[src/rtl/bpred_table_ctrl_if.sv]
// Lookup, update, table-port and performance-counter signals of bpred_table_ctrl.
interface bpred_table_ctrl_if #(
    parameter int unsigned IDX_W = 4
);
    logic             lk_valid;
    logic [IDX_W-1:0] lk_idx;
    logic             lk_ready;
    logic             lk_pred_valid;
    logic             lk_pred;
    logic [1:0]       lk_ctr;

    logic             up_valid;
    logic [IDX_W-1:0] up_idx;
    logic             up_outcome;
    logic             up_ready;

    logic             tbl_en;
    logic             tbl_we;
    logic [IDX_W-1:0] tbl_addr;
    logic [1:0]       tbl_wdata;
    logic [1:0]       tbl_rdata;

    logic [15:0]      perf_lk_cnt;
    logic [15:0]      perf_up_cnt;
    logic [15:0]      perf_stall_cnt;

    modport slave (
        input  lk_valid, lk_idx, up_valid, up_idx, up_outcome, tbl_rdata,
        output lk_ready, lk_pred_valid, lk_pred, lk_ctr, up_ready,
               tbl_en, tbl_we, tbl_addr, tbl_wdata,
               perf_lk_cnt, perf_up_cnt, perf_stall_cnt
    );

    modport master (
        output lk_valid, lk_idx, up_valid, up_idx, up_outcome, tbl_rdata,
        input  lk_ready, lk_pred_valid, lk_pred, lk_ctr, up_ready,
               tbl_en, tbl_we, tbl_addr, tbl_wdata,
               perf_lk_cnt, perf_up_cnt, perf_stall_cnt
    );
endinterface

[src/rtl/bpred_table_ctrl.sv]
// 2-bit branch predictor table controller: init sweep, lookups, queued read-modify-write updates.
// Optional performance counters are built when BPRED_PERF_EN is defined.
module bpred_table_ctrl #(
    parameter int unsigned IDX_W      = 4,
    parameter int unsigned FIFO_DEPTH = 2
) (
    input logic               clk,
    input logic               reset,
    bpred_table_ctrl_if.slave bus
);

    localparam int unsigned PTR_W = (FIFO_DEPTH > 1) ? $clog2(FIFO_DEPTH) : 1;
    localparam int unsigned CNT_W = $clog2(FIFO_DEPTH + 1);

    typedef enum logic [1:0] {
        ST_INIT,
        ST_IDLE,
        ST_UPD_WR
    } state_t;

    state_t           r_state;
    state_t           w_state_nxt;
    logic [IDX_W-1:0] r_init_idx;
    logic [IDX_W:0]   r_q_mem [FIFO_DEPTH];
    logic [PTR_W-1:0] r_q_wr;
    logic [PTR_W-1:0] r_q_rd;
    logic [CNT_W-1:0] r_q_cnt;
    logic [IDX_W-1:0] r_upd_idx;
    logic             r_upd_out;
    logic             r_lk_pred_valid;

    logic             w_full;
    logic             w_empty;
    logic [IDX_W:0]   w_q_head;
    logic             w_push;
    logic             w_pop;
    logic             w_lk_acc;
    logic             w_lk_ready;
    logic             w_up_ready;
    logic             w_tbl_en;
    logic             w_tbl_we;
    logic [IDX_W-1:0] w_tbl_addr;
    logic [1:0]       w_tbl_wdata;
    logic [1:0]       w_sat;
    logic             w_pv;

    function automatic logic [PTR_W-1:0] ptr_inc(input logic [PTR_W-1:0] p);
        return (32'(p) == FIFO_DEPTH - 1) ? '0 : p + PTR_W'(1);
    endfunction

    assign w_full     = (r_q_cnt == CNT_W'(FIFO_DEPTH));
    assign w_empty    = (r_q_cnt == '0);
    assign w_q_head   = r_q_mem[r_q_rd];
    assign w_up_ready = !reset && !w_full && (r_state != ST_INIT);
    assign w_push     = bus.up_valid && w_up_ready;

    // Saturating 2-bit counter step for the update being written back
    always_comb begin
        w_sat = bus.tbl_rdata;
        if (r_upd_out) begin
            if (bus.tbl_rdata != 2'b11) w_sat = bus.tbl_rdata + 2'b01;
        end else if (bus.tbl_rdata != 2'b00) begin
            w_sat = bus.tbl_rdata - 2'b01;
        end
    end

    always_ff @(posedge clk) begin
        if (reset) r_state <= ST_INIT;
        else       r_state <= w_state_nxt;
    end

    // Next state and table-port arbitration; a full queue outranks lookups
    always_comb begin
        w_state_nxt = r_state;
        w_tbl_en    = 1'b0;
        w_tbl_we    = 1'b0;
        w_tbl_addr  = '0;
        w_tbl_wdata = 2'b00;
        w_lk_ready  = 1'b0;
        w_lk_acc    = 1'b0;
        w_pop       = 1'b0;
        case (r_state)
            ST_INIT: begin
                w_tbl_en    = 1'b1;
                w_tbl_we    = 1'b1;
                w_tbl_addr  = r_init_idx;
                w_tbl_wdata = 2'b01;
                if (r_init_idx == {IDX_W{1'b1}}) w_state_nxt = ST_IDLE;
            end
            ST_IDLE: begin
                w_lk_ready = !w_full;
                if (w_full || (!bus.lk_valid && !w_empty)) begin
                    w_tbl_en    = 1'b1;
                    w_tbl_addr  = w_q_head[IDX_W-1:0];
                    w_pop       = 1'b1;
                    w_state_nxt = ST_UPD_WR;
                end else if (bus.lk_valid) begin
                    w_tbl_en   = 1'b1;
                    w_tbl_addr = bus.lk_idx;
                    w_lk_acc   = 1'b1;
                end
            end
            ST_UPD_WR: begin
                w_tbl_en    = 1'b1;
                w_tbl_we    = 1'b1;
                w_tbl_addr  = r_upd_idx;
                w_tbl_wdata = w_sat;
                w_state_nxt = ST_IDLE;
            end
            default: w_state_nxt = ST_INIT;
        endcase
        if (reset) begin
            w_state_nxt = ST_INIT;
            w_tbl_en    = 1'b0;
            w_tbl_we    = 1'b0;
            w_tbl_addr  = '0;
            w_tbl_wdata = 2'b00;
            w_lk_ready  = 1'b0;
            w_lk_acc    = 1'b0;
            w_pop       = 1'b0;
        end
    end

    always_ff @(posedge clk) begin
        if (reset) begin
            r_init_idx      <= '0;
            r_q_wr          <= '0;
            r_q_rd          <= '0;
            r_q_cnt         <= '0;
            r_upd_idx       <= '0;
            r_upd_out       <= 1'b0;
            r_lk_pred_valid <= 1'b0;
        end else begin
            if (r_state == ST_INIT) r_init_idx <= r_init_idx + IDX_W'(1);
            if (w_push) r_q_wr <= ptr_inc(r_q_wr);
            if (w_pop) begin
                r_q_rd    <= ptr_inc(r_q_rd);
                r_upd_idx <= w_q_head[IDX_W-1:0];
                r_upd_out <= w_q_head[IDX_W];
            end
            case ({w_push, w_pop})
                2'b10:   r_q_cnt <= r_q_cnt + CNT_W'(1);
                2'b01:   r_q_cnt <= r_q_cnt - CNT_W'(1);
                default: r_q_cnt <= r_q_cnt;
            endcase
            r_lk_pred_valid <= w_lk_acc;
        end
    end

    // Queue storage needs no reset: occupancy is tracked by r_q_cnt
    always_ff @(posedge clk) begin
        if (w_push) r_q_mem[r_q_wr] <= {bus.up_outcome, bus.up_idx};
    end

    assign w_pv              = r_lk_pred_valid && !reset;
    assign bus.lk_ready      = w_lk_ready;
    assign bus.up_ready      = w_up_ready;
    assign bus.lk_pred_valid = w_pv;
    assign bus.lk_ctr        = w_pv ? bus.tbl_rdata : 2'b00;
    assign bus.lk_pred       = w_pv && bus.tbl_rdata[1];
    assign bus.tbl_en        = w_tbl_en;
    assign bus.tbl_we        = w_tbl_we;
    assign bus.tbl_addr      = w_tbl_addr;
    assign bus.tbl_wdata     = w_tbl_wdata;

`ifdef BPRED_PERF_EN
    logic [15:0] r_perf_lk;
    logic [15:0] r_perf_up;
    logic [15:0] r_perf_stall;
    logic        w_stall;

    assign w_stall = bus.lk_valid && !w_lk_ready && (r_state != ST_INIT);

    // Saturating event counters
    always_ff @(posedge clk) begin
        if (reset) begin
            r_perf_lk    <= 16'h0000;
            r_perf_up    <= 16'h0000;
            r_perf_stall <= 16'h0000;
        end else begin
            if (w_lk_acc && (r_perf_lk != 16'hFFFF))   r_perf_lk    <= r_perf_lk + 16'd1;
            if (w_push && (r_perf_up != 16'hFFFF))     r_perf_up    <= r_perf_up + 16'd1;
            if (w_stall && (r_perf_stall != 16'hFFFF)) r_perf_stall <= r_perf_stall + 16'd1;
        end
    end

    assign bus.perf_lk_cnt    = reset ? 16'h0000 : r_perf_lk;
    assign bus.perf_up_cnt    = reset ? 16'h0000 : r_perf_up;
    assign bus.perf_stall_cnt = reset ? 16'h0000 : r_perf_stall;
`else
    assign bus.perf_lk_cnt    = 16'h0000;
    assign bus.perf_up_cnt    = 16'h0000;
    assign bus.perf_stall_cnt = 16'h0000;
`endif

endmodule

[src/flat_wrapper.sv]
// flat-port wrapper written by rule: the top's interface ports become plain ports
module bpred_table_ctrl_flat 
#(
    parameter int unsigned IDX_W      = 4,
    parameter int unsigned FIFO_DEPTH = 2
)
  (clk, reset, bus_lk_valid, bus_lk_idx, bus_up_valid, bus_up_idx, bus_up_outcome, bus_tbl_rdata, bus_lk_ready, bus_lk_pred_valid, bus_lk_pred, bus_lk_ctr, bus_up_ready, bus_tbl_en, bus_tbl_we, bus_tbl_addr, bus_tbl_wdata, bus_perf_lk_cnt, bus_perf_up_cnt, bus_perf_stall_cnt);
  bpred_table_ctrl_if #(.IDX_W(IDX_W)) bus_i ();
  input logic clk;
  input logic reset;
  input wire logic [$bits(bus_i.lk_valid)-1:0] bus_lk_valid;
  input wire logic [$bits(bus_i.lk_idx)-1:0] bus_lk_idx;
  input wire logic [$bits(bus_i.up_valid)-1:0] bus_up_valid;
  input wire logic [$bits(bus_i.up_idx)-1:0] bus_up_idx;
  input wire logic [$bits(bus_i.up_outcome)-1:0] bus_up_outcome;
  input wire logic [$bits(bus_i.tbl_rdata)-1:0] bus_tbl_rdata;
  output wire logic [$bits(bus_i.lk_ready)-1:0] bus_lk_ready;
  output wire logic [$bits(bus_i.lk_pred_valid)-1:0] bus_lk_pred_valid;
  output wire logic [$bits(bus_i.lk_pred)-1:0] bus_lk_pred;
  output wire logic [$bits(bus_i.lk_ctr)-1:0] bus_lk_ctr;
  output wire logic [$bits(bus_i.up_ready)-1:0] bus_up_ready;
  output wire logic [$bits(bus_i.tbl_en)-1:0] bus_tbl_en;
  output wire logic [$bits(bus_i.tbl_we)-1:0] bus_tbl_we;
  output wire logic [$bits(bus_i.tbl_addr)-1:0] bus_tbl_addr;
  output wire logic [$bits(bus_i.tbl_wdata)-1:0] bus_tbl_wdata;
  output wire logic [$bits(bus_i.perf_lk_cnt)-1:0] bus_perf_lk_cnt;
  output wire logic [$bits(bus_i.perf_up_cnt)-1:0] bus_perf_up_cnt;
  output wire logic [$bits(bus_i.perf_stall_cnt)-1:0] bus_perf_stall_cnt;
  assign bus_i.lk_valid = bus_lk_valid;
  assign bus_i.lk_idx = bus_lk_idx;
  assign bus_i.up_valid = bus_up_valid;
  assign bus_i.up_idx = bus_up_idx;
  assign bus_i.up_outcome = bus_up_outcome;
  assign bus_i.tbl_rdata = bus_tbl_rdata;
  assign bus_lk_ready = bus_i.lk_ready;
  assign bus_lk_pred_valid = bus_i.lk_pred_valid;
  assign bus_lk_pred = bus_i.lk_pred;
  assign bus_lk_ctr = bus_i.lk_ctr;
  assign bus_up_ready = bus_i.up_ready;
  assign bus_tbl_en = bus_i.tbl_en;
  assign bus_tbl_we = bus_i.tbl_we;
  assign bus_tbl_addr = bus_i.tbl_addr;
  assign bus_tbl_wdata = bus_i.tbl_wdata;
  assign bus_perf_lk_cnt = bus_i.perf_lk_cnt;
  assign bus_perf_up_cnt = bus_i.perf_up_cnt;
  assign bus_perf_stall_cnt = bus_i.perf_stall_cnt;
  bpred_table_ctrl #(.IDX_W(IDX_W), .FIFO_DEPTH(FIFO_DEPTH)) u_core (.clk(clk), .reset(reset), .bus(bus_i));
endmodule
[config.mk]
export PLATFORM = sky130hd
export DESIGN_NAME = bpred_table_ctrl_flat
export DESIGN_NICKNAME = d
export VERILOG_FILES = /design/src/rtl/bpred_table_ctrl_if.sv /design/src/rtl/bpred_table_ctrl.sv /design/src/flat_wrapper.sv
export SDC_FILE = /design/constraint.sdc
export NUM_CORES = 1
export LEC_CHECK = 0
export ABC_AREA = 0
export CAP_MARGIN = 30
export CORE_ASPECT_RATIO = 0.75
export CORE_UTILIZATION = 46
export CTS_BUF_LIST = sky130_fd_sc_hd__clkbuf_4
export DETAILED_ROUTE_END_ITERATION = 6
export GPL_ROUTABILITY_DRIVEN = 0
export PLACE_DENSITY_LB_ADDON = 0.25
export SLEW_MARGIN = 20
export SYNTH_ARGS = -nofsm -noshare
export SYNTH_HDL_FRONTEND = slang
export SYNTH_SLANG_ARGS = --single-unit
[constraint.sdc]
create_clock -name clk -period 3.28 [get_ports clk]
set_clock_uncertainty 0.15 [all_clocks]
set_input_delay 0.328 -clock clk [delete_from_list [all_inputs] [get_ports clk]]
set_output_delay 0.328 -clock clk [all_outputs]
set_load 0.005 [all_outputs]
---- Word-level counts from Yosys, hierarchy flattened ----
Memories as Yosys holds them, arrays and structs flattened. A register that Yosys moved wholly into a read port is not among the register bits.
Cells that the tools add are included.
operators by class
  add/subtract/negate cells ............... 7
  eq/ne operators ......................... 9
  multiplexer cells ....................... 31
  bitwise operators ....................... 1
  reduce and logical (&&, ||, !) cells .... 19
operators with widths
  operator                                                                  number
  1-bit two-way mux                                                         16
  2-bit two-way mux                                                         7
  4-bit two-way mux                                                         3
  4-bit one-hot mux with 3 select lines                                     1
  2-bit one-hot mux with 2 select lines                                     2
  2-bit == test (second input constant)                                     3
  1-bit logical AND                                                         6
  2-bit one-hot mux with 3 select lines                                     1
  2-bit nonzero test                                                        3
  2-bit by 1-bit adder with 2-bit output (second input constant)            2
  4-bit by 1-bit adder with 4-bit output (second input constant)            1
  2-bit by 1-bit == test with 1-bit output (second input constant)          2
  4-bit == test (second input constant)                                     1
  1-bit zero test                                                           4
  2-bit zero test                                                           2
  2-bit by 1-bit inequality test with 1-bit output (second input constant)  2
  2-bit by 1-bit subtractor with 2-bit output (second input constant)       2
  3-bit OR reduction                                                        1
  1-bit adder (second input constant)                                       2
  2-bit inequality test (second input constant)                             1
  1-bit one-hot mux with 2 select lines                                     1
  2-bit AND reduction                                                       1
  2-bit OR reduction                                                        1
  1-bit logical OR                                                          1
  1-bit NOT                                                                 1
storage, ports and cells
  bits in registers ....................... 16
  memory bits (writable) .................. 10
  bits of input ports ..................... 15
  output and inout bits ................... 62
  logic and storage cells ................. 76
  memories kept ........................... 1
memories
  memory          words  bits a word  read ports  clocked after Yosys merged registers in  wr ports  line                    text
  u_core.r_q_mem  2      5            1           1                                        1         bpred_table_ctrl.sv:24  logic [IDX_W:0] r_q_mem [FIFO_DEPTH];

---- Longest topological paths before layout ----
  word-level depth ........................ 9
  depth in mapped cells ................... 8
  mapped depth without buffers ............ 7

---- Worst setup path before layout ----
No wires, ideal clock.
  path kind ............................... register to register
  start point ............................. reg u_core.r_q_cnt[0]
  end point ............................... reg u_core.r_q_cnt[1]
  setup time .............................. 0.070 ns
  arrival ................................. 1.731 ns
  required time ........................... 3.060 ns
  setup slack ............................. 1.329 ns
  stages on the path, launching flop included .. 8
  path buffers ............................ 2
  clock period less this slack ............ 1.951 ns
  cells stage by stage .................... dfxtp_1 buf_6 nor2_4 a2111oi_4 buf_6 ha_1 or3_1 a21oi_1
between the ends
  word-level cells in the longest chain between the ends .. 9
  elaborated cells on any way between the ends .. 18
  classes of those cells .................. add/sub: 2; eq/ne: 3; mux: 4; reduce/logical: 9
ends and longest elaborated chain
  element                                                                             line                     text
  start, declared                                                                     bpred_table_ctrl.sv:27   logic [CNT_W-1:0] r_q_cnt;
  start signal, assigned                                                              bpred_table_ctrl.sv:142  2'b10: r_q_cnt <= r_q_cnt + CNT_W'(1);
  start signal, assigned                                                              bpred_table_ctrl.sv:143  2'b01: r_q_cnt <= r_q_cnt - CNT_W'(1);
  start signal, assigned                                                              bpred_table_ctrl.sv:144  default: r_q_cnt <= r_q_cnt;
  2-bit zero test                                                                     bpred_table_ctrl.sv:52   assign w_empty = (r_q_cnt == '0);
  1-bit zero test                                                                     bpred_table_ctrl.sv:92   if (w_full || (!bus.lk_valid && !w_empty)) begin
  1-bit logical AND                                                                   bpred_table_ctrl.sv:92
  1-bit logical OR *                                                                  bpred_table_ctrl.sv:92
  1-bit two-way mux *                                                                 bpred_table_ctrl.sv:92
  1-bit two-way mux *                                                                 bpred_table_ctrl.sv:82   case (r_state)
  1-bit two-way mux *                                                                 bpred_table_ctrl.sv:112  if (reset) begin
  via u_core.w_pop                                                                    bpred_table_ctrl.sv:36   logic w_pop;
  2-bit by 1-bit == test with 1-bit output / 2-bit == test (equally long branches)    bpred_table_ctrl.sv:141  case ({w_push, w_pop})
  2-bit one-hot mux with 2 select lines / 2-bit nonzero test (equally long branches)  --
The timed path passes the listed nets; every way through them passes the cells marked *.
A chain may end at the register's enable or synchronous reset.

---- Final worst setup path ----
  start point ............................. reg u_core.r_q_cnt[0]
  end point ............................... out bus_tbl_addr[3]
between the ends
  word-level cells in the longest chain between the ends .. 7
  elaborated cells on any way between the ends .. 8
  classes of those cells .................. eq/ne: 1; mux: 3; reduce/logical: 4
ends and longest elaborated chain
  element                                  line                     text
  2-bit zero test                          bpred_table_ctrl.sv:52
  1-bit zero test                          bpred_table_ctrl.sv:92
  1-bit logical AND                        bpred_table_ctrl.sv:92
  1-bit logical OR *                       bpred_table_ctrl.sv:92
  4-bit two-way mux *                      bpred_table_ctrl.sv:92
  4-bit one-hot mux with 3 select lines *  bpred_table_ctrl.sv:82
  4-bit two-way mux *                      bpred_table_ctrl.sv:112
  end, declared                            flat_wrapper.sv:24       output wire logic [$bits(bus_i.tbl_addr)-1:0] bus_tbl_addr;
Mark *: on every way between the ends. The rest lies on a longest branch, timed or not.

==> results.sh <==
export IMPL_initial_core_util_pct=50.0
export IMPL_period_share_pct=87.9
export IMPL_die_area_um2=3940
export IMPL_antenna_found_initial=0
export IMPL_first_pass_iters=4
export IMPL_yosys_top_cells_area="buf_4 22%, dfxtp_1 20%, edfxtp_1 18%"
export IMPL_cts_buffer_depth=2
export IMPL_io_buffers=28
export IMPL_insertion_delay_ns=0.32
export IMPL_synthTopCellsByCount="50 x buf_4, 17 x dfxtp_1, 10 x edfxtp_1"
export IMPL_ys_warn_count=0
export IMPL_grt_usage_pct=15.2
export IMPL_ys_flop_type="dfxtp_1"
export IMPL_maxSlewHeadroom_pct=60.0
export IMPL_fin_area_um2=1860
export IMPL_peakVddDrop_v=0.000186
export IMPL_wl_met1_mm=1.38
export IMPL_post_dp_hpwl_mm=2.22
export IMPL_cp_start_kind="flop"
export IMPL_cts_buffers=3
export IMPL_finalWirelength_mm=2.85
export IMPL_cp_max_fo=8
export IMPL_diodes=0
export IMPL_cts_setup_buffers=0
export IMPL_worstPathArrival_ns=2.41
export IMPL_synth_avg_cell_area_um2=10.1
export IMPL_grt_pass1_wl_mm=4.42
export IMPL_report_final_slew_viol_count=0
export IMPL_post_drt_via_cell_ratio=4.39
export IMPL_die_w_um=72.2
export IMPL_synth_edf_count=10
export IMPL_wl_met3_um=158
export IMPL_endpoint_kind="primary output"
export IMPL_final_net_count=213
export IMPL_cts_root_buf="clkbuf_4"
export IMPL_cp_slowest_cell="dfxtp_1"
export IMPL_wire_per_inst_um=11.6
export IMPL_h_tree_depth=1
export IMPL_worst_slew_pin_slew_ns=0.595
export IMPL_synth_cell_area_um2=1700
export IMPL_drc=0
export IMPL_grt_pass1_vias=905
export IMPL_netlist_area_leader_share_pct=22.1
export IMPL_leakagePower_nw=0.741
export IMPL_fin_crit_ns=2.88
export IMPL_pin_count=77
export IMPL_die_y_um=54.6
export IMPL_dpl_cell_area_um2=1830
export IMPL_top_layer="met4"
export IMPL_drt_iter0_drc=42
export IMPL_rows=18
export IMPL_crit_type="reg -> out"
export IMPL_grt_ovfl_total=0
export IMPL_vias=1075
export IMPL_synthDistinctLibCells=42
export IMPL_max_stage_delay_ns=0.62
export IMPL_ys_ff_latch=27
export IMPL_clkSinkCount=27
export IMPL_drive_gt1_share_pct=10.8
export IMPL_setup_viol=0
export IMPL_cts_tree="built"
export IMPL_crit_required_ns=2.80
export IMPL_yosysMostFrequentCell="buf_4"
export IMPL_synth_cells=168
export IMPL_ctsResizeCount=0
export IMPL_cts_hold_buf=0
export IMPL_async_flop_share_pct=0
export IMPL_power_density_nw_per_um2=300
export IMPL_rsz0062_at_grt="false"
export IMPL_status="finished, final reports clean"
export IMPL_core_area_um2=3400
export IMPL_grt_max_degree=16
export IMPL_finalHoldViolCount=0
export IMPL_fmax_mhz=347
export IMPL_drv_cap=0
export IMPL_hold_class="reg -> reg"
export IMPL_dr_wl_met2_mm=1.30
export IMPL_antenna_left=0
export IMPL_area_growth_syn_to_layout_pct=9.50
export IMPL_critPathBufInv=1
export IMPL_cts_clk_slew_worst_paths_ns=0.14
export IMPL_cp_cell_sequence="nor2b_2 -> nor4_2 -> a221o_1 -> clkdlybuf4s50_1"
export IMPL_crit_family="simple AND/OR/NAND/NOR gates"
export IMPL_fin_setup_tns_ns=0
export IMPL_synth_largest_area_cell="buf_4"
export IMPL_ys_seq_area_share_pct=37.7
## sequential cells by signal, indices dropped and copies added, names as in the netlist, named ones only
signal / count
u_core.r_upd_out: 1
u_core.r_q_rd: 1
u_core.r_q_wr: 1
u_core.r_init_idx: 4
u_core.r_upd_idx: 4
u_core.r_state: 2
u_core.r_q_cnt: 2
u_core.r_q_mem: 10
u_core.r_lk_pred_valid: 1
## routing by layer
metal	global-route usage (%)	vias up
li1	-	536
met1	19.9	492
met2	25.5	45
met5	0	-
met3	4.42	2
met4	2.94	0
## stage by stage
stage / hold WS [ns] / power [W] / util (%) / std cells / worst slack (ns)
global placement: 0.297 / 0.000422 / 53.9 / 241 / 0.501
global route: 0.376 / 0.000590 / 54.7 / 245 / 0.204
detailed placement: 0.309 / 0.000423 / 53.9 / 241 / 0.441
floorplan: 0.277 / 0.000433 / - / 215 / 1.33
finish: 0.328 / 0.000558 / 54.7 / 245 / 0.396
CTS: 0.328 / 0.000565 / 54.7 / 245 / 0.368
## report_power, final
part | internal (W) | switching, W
logic | 0.0000311 | 0.0000319
clock network | 0.0000457 | 0.0000959
registers | 0.000350 | 0.00000373
## logic make-up (layout without fill, tap and decap cells)
kind of cell,after synthesis,after routing,share of synthesized area [%]
buffers and inverters,61,41,25.6
AND/OR/NAND/NOR,37,37,12.4
flip-flops,27,27,37.7
AO/OA/AOI/OAI,18,18,8.91
multiplexers,16,16,10.5
adder cells (fa/ha/maj),4,4,2.65
XOR/XNOR,4,4,2.06
other,1,48,0.221
## final timing paths
kind	startpoint	end	slack [ns]	depth (start not counted)
worst max-delay path	u_core.r_q_cnt[0]$_SDFFE_PP0P_	bus_tbl_addr[3]	0.40	4
worst min-delay path	u_core.r_q_rd$_SDFFE_PP0P_	u_core.r_q_rd$_SDFFE_PP0P_	0.33	1
worst max register to register	u_core.r_state[1]$_SDFFE_PP0P_	u_core.r_q_cnt[1]$_SDFFE_PP0P_	0.87	6
worst min register to register	u_core.r_q_rd$_SDFFE_PP0P_	u_core.r_q_rd$_SDFFE_PP0P_	0.33	1
## worst register-to-register path: cells and delay by family (launching register included)
| kind | cells | cell delay [ns] |
|---|---|---|
| adders and majority gates | 1 | 0.33 |
| DFF | 1 | 0.71 |
| and+or+nand+nor | 4 | 1.00 |
| AOI/OAI and AO/OA | 1 | 0.15 |
## final cells by class
class | instances | area, um2
Fill cell | 308 | 1540
Multi-Input combinational cell | 127 | 801
Sequential cell | 27 | 641
Timing Repair Buffer | 32 | 310
Tap cell | 50 | 62.6
Clock buffer | 3 | 22.5
Inverter | 5 | 18.8
Clock inverter | 1 | 5.00
## placed cells by master, fill, tap and decap left out, types with 5 or more instances in the layout
cell	netlist	final
conb_1	1	48
clkdlybuf4s50_1	0	28
dfxtp_1	17	17
edfxtp_1	10	10
nor2_1	9	9
mux2i_1	8	8
mux2_2	6	6
inv_1	5	5
nor2b_1	5	5
(Power assumes the default switching activity.)
